**src/rtl/div_req_sequencer.sv**
```systemverilog
// Request sequencer in front of a multi-cycle DivisorUnit: queues divide requests,
// issues them one at a time, short-circuits zero divisors and holds each response until taken.
module div_req_sequencer #(
   parameter int PARALLELISM = 32,
   parameter int DEPTH       = 4,
   parameter int TAG_W       = 4
) (
   input  logic                   clk,
   input  logic                   rst,
   input  logic                   req_valid,
   output logic                   req_ready,
   input  logic                   req_usigned,
   input  logic [PARALLELISM-1:0] req_dividend,
   input  logic [PARALLELISM-1:0] req_divisor,
   input  logic [TAG_W-1:0]       req_tag,
   output logic                   div_valid,
   output logic                   div_usigned,
   output logic [PARALLELISM-1:0] div_dividend,
   output logic [PARALLELISM-1:0] div_divisor,
   input  logic [PARALLELISM-1:0] div_quotient,
   input  logic [PARALLELISM-1:0] div_reminder,
   input  logic                   div_res_ready,
   output logic                   rsp_valid,
   input  logic                   rsp_ready,
   output logic [PARALLELISM-1:0] rsp_quotient,
   output logic [PARALLELISM-1:0] rsp_reminder,
   output logic [TAG_W-1:0]       rsp_tag,
   output logic                   rsp_divzero
);

   localparam int PTR_W   = $clog2(DEPTH);
   localparam int ENTRY_W = 1 + 2 * PARALLELISM + TAG_W;
   localparam logic [PTR_W:0] FULL_COUNT = (PTR_W + 1)'(DEPTH);

   localparam logic [1:0] S_IDLE  = 2'd0;
   localparam logic [1:0] S_ISSUE = 2'd1;
   localparam logic [1:0] S_WAIT  = 2'd2;
   localparam logic [1:0] S_HOLD  = 2'd3;

   logic [ENTRY_W-1:0]     fifoMem [DEPTH];
   logic [PTR_W-1:0]       wrPtr_q, wrPtr_d;
   logic [PTR_W-1:0]       rdPtr_q, rdPtr_d;
   logic [PTR_W:0]         count_q, count_d;
   logic                   full, empty, push, pop;

   logic [ENTRY_W-1:0]     headEntry;
   logic                   headUsigned;
   logic [PARALLELISM-1:0] headDividend;
   logic [PARALLELISM-1:0] headDivisor;
   logic [TAG_W-1:0]       headTag;
   logic                   headDivZero;

   logic [1:0]             state_q, state_d;
   logic                   opUsigned_q, opUsigned_d;
   logic [PARALLELISM-1:0] opDividend_q, opDividend_d;
   logic [PARALLELISM-1:0] opDivisor_q, opDivisor_d;
   logic [TAG_W-1:0]       opTag_q, opTag_d;
   logic [PARALLELISM-1:0] rspQuot_q, rspQuot_d;
   logic [PARALLELISM-1:0] rspRem_q, rspRem_d;
   logic [TAG_W-1:0]       rspTag_q, rspTag_d;
   logic                   rspDivZero_q, rspDivZero_d;

   // A full FIFO refuses pushes even when a pop happens in the same cycle.
   assign full      = (count_q == FULL_COUNT);
   assign empty     = (count_q == '0);
   assign req_ready = !full;
   assign push      = req_valid && !full;
   assign pop       = (state_q == S_IDLE) && !empty;

   assign headEntry = fifoMem[rdPtr_q];
   assign {headUsigned, headDividend, headDivisor, headTag} = headEntry;
   assign headDivZero = (headDivisor == '0);

   always_ff @(posedge clk) begin
      if (push) begin
         fifoMem[wrPtr_q] <= {req_usigned, req_dividend, req_divisor, req_tag};
      end
   end

   always_comb begin
      wrPtr_d = wrPtr_q;
      rdPtr_d = rdPtr_q;
      count_d = count_q;
      if (push) begin
         wrPtr_d = wrPtr_q + PTR_W'(1);
      end
      if (pop) begin
         rdPtr_d = rdPtr_q + PTR_W'(1);
      end
      case ({push, pop})
         2'b10:   count_d = count_q + (PTR_W + 1)'(1);
         2'b01:   count_d = count_q - (PTR_W + 1)'(1);
         default: count_d = count_q;
      endcase
   end

   // Zero divisors never reach the DivisorUnit; their response is built directly on pop.
   always_comb begin
      state_d      = state_q;
      opUsigned_d  = opUsigned_q;
      opDividend_d = opDividend_q;
      opDivisor_d  = opDivisor_q;
      opTag_d      = opTag_q;
      rspQuot_d    = rspQuot_q;
      rspRem_d     = rspRem_q;
      rspTag_d     = rspTag_q;
      rspDivZero_d = rspDivZero_q;
      case (state_q)
         S_IDLE: begin
            if (pop) begin
               opUsigned_d  = headUsigned;
               opDividend_d = headDividend;
               opDivisor_d  = headDivisor;
               opTag_d      = headTag;
               if (headDivZero) begin
                  rspQuot_d    = {PARALLELISM{1'b1}};
                  rspRem_d     = headDividend;
                  rspTag_d     = headTag;
                  rspDivZero_d = 1'b1;
                  state_d      = S_HOLD;
               end else begin
                  state_d = S_ISSUE;
               end
            end
         end
         S_ISSUE: begin
            state_d = S_WAIT;
         end
         S_WAIT: begin
            if (div_res_ready) begin
               rspQuot_d    = div_quotient;
               rspRem_d     = div_reminder;
               rspTag_d     = opTag_q;
               rspDivZero_d = 1'b0;
               state_d      = S_HOLD;
            end
         end
         S_HOLD: begin
            if (rsp_ready) begin
               state_d = S_IDLE;
            end
         end
         default: state_d = S_IDLE;
      endcase
   end

   always_ff @(posedge clk or posedge rst) begin
      if (rst) begin
         wrPtr_q      <= '0;
         rdPtr_q      <= '0;
         count_q      <= '0;
         state_q      <= S_IDLE;
         opUsigned_q  <= 1'b0;
         opDividend_q <= '0;
         opDivisor_q  <= '0;
         opTag_q      <= '0;
         rspQuot_q    <= '0;
         rspRem_q     <= '0;
         rspTag_q     <= '0;
         rspDivZero_q <= 1'b0;
      end else begin
         wrPtr_q      <= wrPtr_d;
         rdPtr_q      <= rdPtr_d;
         count_q      <= count_d;
         state_q      <= state_d;
         opUsigned_q  <= opUsigned_d;
         opDividend_q <= opDividend_d;
         opDivisor_q  <= opDivisor_d;
         opTag_q      <= opTag_d;
         rspQuot_q    <= rspQuot_d;
         rspRem_q     <= rspRem_d;
         rspTag_q     <= rspTag_d;
         rspDivZero_q <= rspDivZero_d;
      end
   end

   assign div_valid    = (state_q == S_ISSUE);
   assign div_usigned  = opUsigned_q;
   assign div_dividend = opDividend_q;
   assign div_divisor  = opDivisor_q;

   assign rsp_valid    = (state_q == S_HOLD);
   assign rsp_quotient = rspQuot_q;
   assign rsp_reminder = rspRem_q;
   assign rsp_tag      = rspTag_q;
   assign rsp_divzero  = rspDivZero_q;

endmodule

```
**config.mk**
```make
export PLATFORM = sky130hd
export DESIGN_NAME = div_req_sequencer
export DESIGN_NICKNAME = d
export VERILOG_FILES = /design/src/rtl/div_req_sequencer.sv
export SDC_FILE = /design/constraint.sdc
export NUM_CORES = 1
export LEC_CHECK = 0
export ABC_AREA = 1
export CORE_MARGIN = 2
export CORE_UTILIZATION = 45
export CTS_CLUSTER_SIZE = 25
export DETAILED_ROUTE_END_ITERATION = 8
export PLACE_DENSITY = 0.81
export SLEW_MARGIN = 20
export SYNTH_ARGS = -nofsm -noshare
export SYNTH_HDL_FRONTEND = slang
export SYNTH_SLANG_ARGS = --single-unit
```
**constraint.sdc**
```tcl
create_clock -name clk -period 9.7 [get_ports clk]
set_input_delay 1.94 -clock clk [delete_from_list [all_inputs] [get_ports clk]]
set_output_delay 1.94 -clock clk [all_outputs]
set_load 0.01 [all_outputs]
```
======== Word level (Yosys, flattened, before mapping) ========
Memories as Yosys holds them, arrays and structs flattened.
Index checks and enable logic that the tools add are counted.
word-level totals
  memory bits (writable) .................. 276
  word-level logic and storage cells ...... 63
  memories kept ........................... 1
  register bits after elaboration ......... 147
memories
  memory   words  bits a word  rd ports  clocked after Yosys merged registers in  write ports  line  text
  fifoMem  4      69           1         0                                        1            40    logic [ENTRY_W-1:0] fifoMem [DEPTH];
cells by class
  $add $sub $neg .......................... 4
  reduce and logical (&&, ||, !) cells .... 12
  equality and inequality tests ........... 10
  mux-type cells .......................... 24
operators by type and width
  operator               number
  $mux W32               6
  $pmux W32 S2           2
  $logic_not A32 Y1      1
  $mux W4                3
  $mux W2                4
  $pmux W2 S4            1
  $pmux W4 S2            1
  $eq A2 B2 Y1 const B   3
  $ne A2 B2 Y1 const B   3
  $pmux W3 S2            1
  $mux W1                5
  $add A2 B1 Y2 const B  2
  $eq A2 B1 Y1 const B   2
  $reduce_and A4 Y1      1
  $reduce_bool A2 Y1     2
  $add A3 B1 Y3 const B  1
  $eq A3 B3 Y1 const B   1
  $logic_not A3 Y1       1
  $reduce_and A3 Y1      1
  $sub A3 B1 Y3 const B  1
  $logic_and A1 B1 Y1    2
  $logic_not A1 Y1       2
  $logic_not A2 Y1       1
  $ne A2 B1 Y1 const B   1
  2 further kinds        2

======== Longest topological paths before layout ========
Gate-level depths: netlist (run 1).
  word-level depth ........................ 5
  depth in mapped cells ................... 18

======== Worst setup path before layout (run 1) ========
Ideal clock, no wire load.
  path kind ............................... input-to-reg
  from .................................... input port req_valid
  to ...................................... memory fifoMem[0][0] (netlist name), enable pin
  cell stages on the path ................. 2
  data arrival time ....................... 5007 ps
  setup slack ............................. 4196 ps
  data required time ...................... 9203 ps
  setup time .............................. 497 ps
  cell sequence ........................... nand2_1 nor2_1
between the ends
  longest elaborated chain between the ends .. 3
RTL lines
  item                           line  text
  from (decl)                    10    input logic req_valid,
  $logic_and A1 B1 Y1            67    assign push = req_valid && !full;
  $mux W1                        75    if (push) begin
  $mux W1 (not written as such)  76    fifoMem[wrPtr_q] <= {req_usigned, req_dividend, req_divisor, req_tag};
  to (decl)                      40
No other way between the ends.

======== Worst setup path after layout (run 1) ========
  from .................................... register rdPtr_q[0]
  to ...................................... register rspRem_q[22] (netlist: rsp_reminder[22])
between the ends
  longest elaborated chain between the ends .. 4
  elaborated cells on any way between the ends .. 7
RTL lines
  item                                                                       line     text
  from (decl)                                                                42       logic [PTR_W-1:0] rdPtr_q, rdPtr_d;
  from (signal assigned)                                                     163      rdPtr_q <= rdPtr_d;
  $mem_v2 Z4 W69 (*)                                                         --
  $logic_not A32 Y1 / $mux W32 (equally long branches)                       72, 115
  $ne A2 B2 Y1 (no source line) / $mux W32 (equally long branches)           --
  $reduce_and A4 Y1 (no source line) / $pmux W32 S2 (equally long branches)  --
  to (signal assigned)                                                       171      rspRem_q <= rspRem_d;
  to (decl)                                                                  59       logic [PARALLELISM-1:0] rspRem_q, rspRem_d;
Every way passes the cells marked *; elsewhere a longest branch is shown, timed or not. The select of a mux whose other input is x is not followed.
A chain may end at the register's enable or synchronous reset.

==> impl_metrics.csv, run 1 <==
group,metric,value,unit
global_routing,antenna_found_initial,7,
route,drt-total-wl,41600,µm
pwr,p_sw,2.608,mW
cts,cts_buffers,44,
synth,synth_seq_area_share,0.7142,
pwr,total_power,7.239,mW
worst_setup_path,crit_chain,"inv_4 > buf_4 > nand2_1 > nand3_1 > nand2_1 > nand2_1 > nor2_1 > nand2_1 > nor2_1 > nand3_1 > nand2_2 > buf_4 > nand2_2 > buf_4 > nand2_1 > nand2_1",
worst_setup_path,required,10.16,ns
timing,worst_slack,5.171,ns
cells_and_area,drive_gt1_frac,0.07586,
global_routing,grt_max_degree,84,
synth,syn_area_per_cell,11.47,µm²
synth,yosys_warnings,0,
place,gp_congestion,0.7922,
timing,maxSlewHeadroom,0.2812,
cells_and_area,layout.cells.most_common,"nand2_1",
place,portBuffers,274,
timing,worstMarginPinSlew,1.078,ns
cts,cts_buffer_depth,3,
worst_setup_path,critPathSlowestCell,"buf_4",
cts,root_buffer,"clkbuf_16",
pwr,power.density_cell_area,338.8,nW/µm²
timing,period_share,0.4669,
synth,netlist_area,16750,µm²
worst_setup_path,cpMostUsedCell,"nand2_1",
cells_and_area,fin_cells,2213,
timing,slew_viol_final,0,
cells_and_area,design_area,21370,µm²
timing,skew,0.02656,ns
place,dpl_cell_area,19800,µm²
worst_setup_path,critPathCaptureType,"register",
floorplan,die_h,197.0,µm
timing,max_freq,220.8,MHz
global_routing,grt-ovfl-total,0,
cells_and_area,seq_area,11970,µm²
timing,rsz0062_at_grt,"false",
place,dpl.hpwl,25190,µm
floorplan,fp.dieW,197.0,µm
route,wl_per_cell,18.80,µm
worst_setup_path,slowest_delay,0.78,ns
pwr,pwr-share-seq,0.385,
synth,synth_edf_count,276,
global_routing,grt_pass1_vias,11770,
synth,synthFlopType,"edfxtp_1",
pwr,clkPwrFrac,0.241,
route,routed_via_density,5.341,
timing,whs,0.4698,ns
cells_and_area,fin_util,0.5837,
pwr,p_leak,8.375,nW
pwr,ir_worst_vdd,204.9,µV
pwr,power.internal,4.631,mW
worst_setup_path,start_kind,"register",
synth,synthArstFlopShare,0.3475,
route,drc,0,
pwr,combPwrFrac,0.374,
floorplan,coreArea,36610,µm²
floorplan,floorplan.initialDensity,0.4577,
cells_and_area,multi_input_area,4305,µm²
hold_path,hp-class,"reg -> reg",
worst_setup_path,path_class,"reg -> reg",
timing,hold_viol_final,0,
cts,cts_tree,"yes",
cells_and_area,fin_nets,1852,
pwr,switching_share,0.3602,
place,place_ws,5.212,ns
floorplan,die_area,38790,µm²
run,cap_violations,0,
place,dp.cells,2125,
cts,post_cts_buffers,0,
route,num_vias,11820,
cts,cts_resized,0,
cells_and_area,areaGrowthSynthToFinish,27.54,%
timing,fin_crit,4.529,ns
route,dr.pass1.iters,5,
route,dr.first_iter.drc_count,941,
floorplan,fp-row-count,70,
worst_setup_path,crit_arrival,4.99,ns
synth,syn-num-nets,1609,
worst_setup_path,critPathMaxFanout,83,
cells_and_area,fillerInstances,2870,
timing,setup_violations,0,
global_routing,grt.total_usage,0.2121,
cts,insertion_delay,0.54,ns
floorplan,pin_count,275,
synth,yosysUniqueCellTypes,25,
timing,fin_tns_setup,0,ns
global_routing,grt_pass1_wl,64670,µm
run_status,status,"finished, final reports clean",
route,ant_nets,0,
synth,syn_inst,1461,
cts,htree_levels,2,
cells_and_area,final_cell_mix,"527 x nand2_1, 276 x edfxtp_1, 274 x clkdlybuf4s50_1",
cts,cts_hold_buf,0,
cts,cts_sinks,423,
synth,ys_ff_latch,423,
cts,clkTransAtPathRegs,0.06,ns
[power groups by stage]
stage / registers [mW] / logic, mW / clock network (mW)
5_1_grt: 2.84 / 3.00 / 1.85
2_1_floorplan: 2.86 / 1.50 / 0
3_3_place_gp: 2.80 / 2.61 / 0
3_5_place_dp: 2.81 / 2.70 / 0
6_report: 2.79 / 2.70 / 1.75
4_1_cts: 2.79 / 2.73 / 1.77
[worst paths after layout]
path                                  startpoint               end  slack [ns]  depth (start not counted)
worst max-delay path                  rdPtr_q[0]  rsp_reminder[22]        5.17                         16
min in group asynchronous                    rst   rsp_quotient[2]        1.92                          2
worst max register to register        rdPtr_q[0]  rsp_reminder[22]        5.17                         16
worst min register to register  rsp_reminder[28]  rsp_reminder[28]        0.47                          2
worst min-delay path            rsp_reminder[28]  rsp_reminder[28]        0.47                          2
max in group asynchronous                    rst   rsp_quotient[9]        6.36                          3
[synthesized netlist by cell type, types with 2 or more instances]
master | count | area [µm²]
a31oi_1 | 2 | 12.51
buf_6 | 5 | 56.30
inv_2 | 4 | 15.01
or2_2 | 32 | 200.2
a21oi_1 | 40 | 200.2
nand3_1 | 133 | 665.6
buf_4 | 2 | 15.01
o21ai_0 | 111 | 555.5
ha_1 | 9 | 112.6
buf_2 | 37 | 185.2
inv_1 | 17 | 63.81
nand2_2 | 2 | 12.51
nand2_1 | 527 | 1978
a32o_1 | 36 | 360.4
nand4_1 | 4 | 25.02
dfrtp_1 | 147 | 3679
nor2_1 | 22 | 82.58
xor2_1 | 3 | 26.28
clkbuf_1 | 44 | 165.2
buf_1 | 4 | 15.01
edfxtp_1 | 276 | 8288
[cells by family after synthesis]
group | share of synthesized area
adders and majority gates | 0.007916
and+or+nand+nor | 0.1772
xor gates and xnor gates | 0.002091
buffers and inverters | 0.03077
DFF | 0.7142
AOI/OAI and AO/OA | 0.06781
[flip-flops by register name (all words and copies together), names as in the netlist, 3 cells and up]
register      count
fifoMem         276
div_dividend     32
div_divisor      32
rsp_quotient     32
rsp_reminder     32
opTag_q           4
rsp_tag           4
count_q           3
[critical path, delay by kind of cell, from the launching register on]
family,cells,cell delay (ns)
buf+inv,4,2.31
flops,1,0.76
simple gates,12,1.21
[metal layers]
metal  GRT usage  up-vias  share of wire
li1            -     5520              -
met1      0.2770     5748           0.40
met2      0.3581      463           0.50
met3     0.03782       84          0.071
met4     0.07574        4          0.028
met5           0        -        0.00060
[layout make-up]
cell class,count,area share
multi-input cells,925,0.2015
well taps,468,0.02740
clock buffers,58,0.05785
clock inverters,24,0.01376
diodes,5,0.0005855
inverters,21,0.004216
repair buffers,289,0.1346
flip-flops and latches,423,0.5602
(Power assumes the default switching activity.)
==> run 2, diff against run 1 <==
==> constraint.sdc (replaced) <==
create_clock -name clk -period 4.35 [get_ports clk]
set_input_delay 0.87 -clock clk [delete_from_list [all_inputs] [get_ports clk]]
set_output_delay 0.87 -clock clk [all_outputs]
set_load 0.01 [all_outputs]
==> impl_metrics.csv, run 2 (synthesized netlist as in run 1, its figures left out) <==
group,metric,value,unit
floorplan,floorplan.initialDensity,0.4577,
global_routing,grt_pass1_wl,63800,µm
global_routing,grt_max_degree,137,
route,drc,0,
place,dp.cells,2131,
cts,cts_buffer_depth,3,
cells_and_area,fin_nets,1857,
cells_and_area,fin_util,0.5827,
worst_setup_path,critPathMaxFanout,90,
worst_setup_path,crit_arrival,3.54,ns
timing,hold_viol_final,0,
place,gp_congestion,0.7666,
floorplan,die_h,197.0,µm
timing,rsz0062_at_grt,"false",
timing,fin_crit,3.064,ns
timing,slew_viol_final,0,
floorplan,die_area,38790,µm²
global_routing,grt_pass1_vias,11620,
cts,insertion_delay,0.54,ns
pwr,total_power,15.97,mW
worst_setup_path,start_kind,"register",
worst_setup_path,reg2reg_depth,14,
cells_and_area,areaGrowthSynthToFinish,27.33,%
place,dpl.hpwl,25290,µm
route,routed_via_density,5.310,
worst_setup_path,critPathCaptureType,"register",
timing,period_share,0.7044,
cts,cts_resized,0,
cells_and_area,layout.cells.most_common,"nand2_1",
cts,post_cts_buffers,0,
global_routing,grt.total_usage,0.2100,
cells_and_area,regMostFlops,"fifoMem",
global_routing,grt-ovfl-total,0,
worst_setup_path,r2r-start,"rdPtr_q[0]",
timing,maxSlewHeadroom,0.3620,
timing,worst_slack,1.286,ns
cts,cts_hold_buf,0,
cells_and_area,fillerInstances,2875,
route,wl_per_cell,18.58,µm
place,portBuffers,274,
floorplan,fp.dieW,197.0,µm
place,place_ws,1.285,ns
cts,cts_tree,"yes",
timing,worstMarginPinSlew,0.9525,ns
worst_setup_path,crit_start,"rdPtr_q[0]",
route,ant_nets,0,
pwr,power.density_cell_area,748.8,nW/µm²
pwr,p_leak,8.354,nW
cts,clkTransAtPathRegs,0.06,ns
timing,fin_tns_setup,0,ns
route,num_vias,11780,
hold_path,hold_start,"rsp_reminder[26]",
timing,whs,0.4691,ns
worst_setup_path,required,4.83,ns
route,dr.first_iter.drc_count,844,
cells_and_area,final_cell_mix,"527 x nand2_1, 276 x edfxtp_1, 274 x clkdlybuf4s50_1",
cells_and_area,drive_gt1_frac,0.07736,
hold_path,min_path_cells,2,
pwr,ir_worst_vdd,456.1,µV
cells_and_area,fin_cells,2219,
route,dr.pass1.iters,5,
floorplan,fp-row-count,70,
floorplan,pin_count,275,
hold_path,hp-class,"reg -> reg",
route,drt-total-wl,41230,µm
timing,max_freq,326.4,MHz
worst_setup_path,path_class,"reg -> reg",
cts,cts_buffers,44,
place,dpl_cell_area,19860,µm²
cells_and_area,largest_reg_flops,276,
run,cap_violations,0,
timing,skew,0.02155,ns
cts,cts_sinks,423,
cts,root_buffer,"clkbuf_16",
timing,setup_violations,0,
floorplan,coreArea,36610,µm²
cts,htree_levels,2,
cells_and_area,design_area,21330,µm²
global_routing,antenna_found_initial,6,
run_status,status,"finished, final reports clean",
run 2: final cells by class:
cell class                      count  area, µm²  share of cell area
Inverter                           21      91.34            0.004281
Clock buffer                       62       1261             0.05912
Antenna cell                        6      15.01           0.0007038
Sequential cell                   423      11970              0.5611
Timing Repair Buffer              294       2905              0.1362
Clock inverter                     20      200.2            0.009384
Tap cell                          468      585.6             0.02745
Multi-Input combinational cell    925       4305              0.2018
run 2: worst paths after layout:
path	endpoint	slack (ns)
worst max-delay path	rsp_reminder[31]	1.29
worst max register to register	rsp_reminder[31]	1.29
max in group asynchronous	rdPtr_q[0]	2.93
worst min-delay path	rsp_reminder[26]	0.47
min in group asynchronous	div_divisor[29]	0.86
worst min register to register	rsp_reminder[26]	0.47
run 2: critical path: stages (launching register included):
cell and delay [ns]:
dfrtp_4 0.49, inv_4 0.69, nand2_1 0.12, nand3_1 0.11, nand2_1 0.11, nand2_1 0.14
nor2_1 0.07, nand2_1 0.08, nor2_1 0.04, nand3_1 0.11, nand2_2 0.07, nand2_2 0.05
buf_4 0.60, nand2_1 0.16, nand2_1 0.12
run 2: layer usage:
layer | GRT usage | part of all wire | vias up
li1 | - | - | 5546
met1 | 0.2730 | 0.41 | 5660
met2 | 0.3494 | 0.49 | 488
met3 | 0.04261 | 0.076 | 89
met4 | 0.08048 | 0.031 | 0
met5 | 0 | 0 | -
run 2: power by group:
| group | leakage (nW) | switching, mW | internal [mW] | total (mW) |
|---|---|---|---|---|
| registers | 4.32 | 0.504 | 5.57 | 6.08 |
| clock network | 0.714 | 1.53 | 2.22 | 3.74 |
| logic | 3.32 | 3.77 | 2.39 | 6.16 |
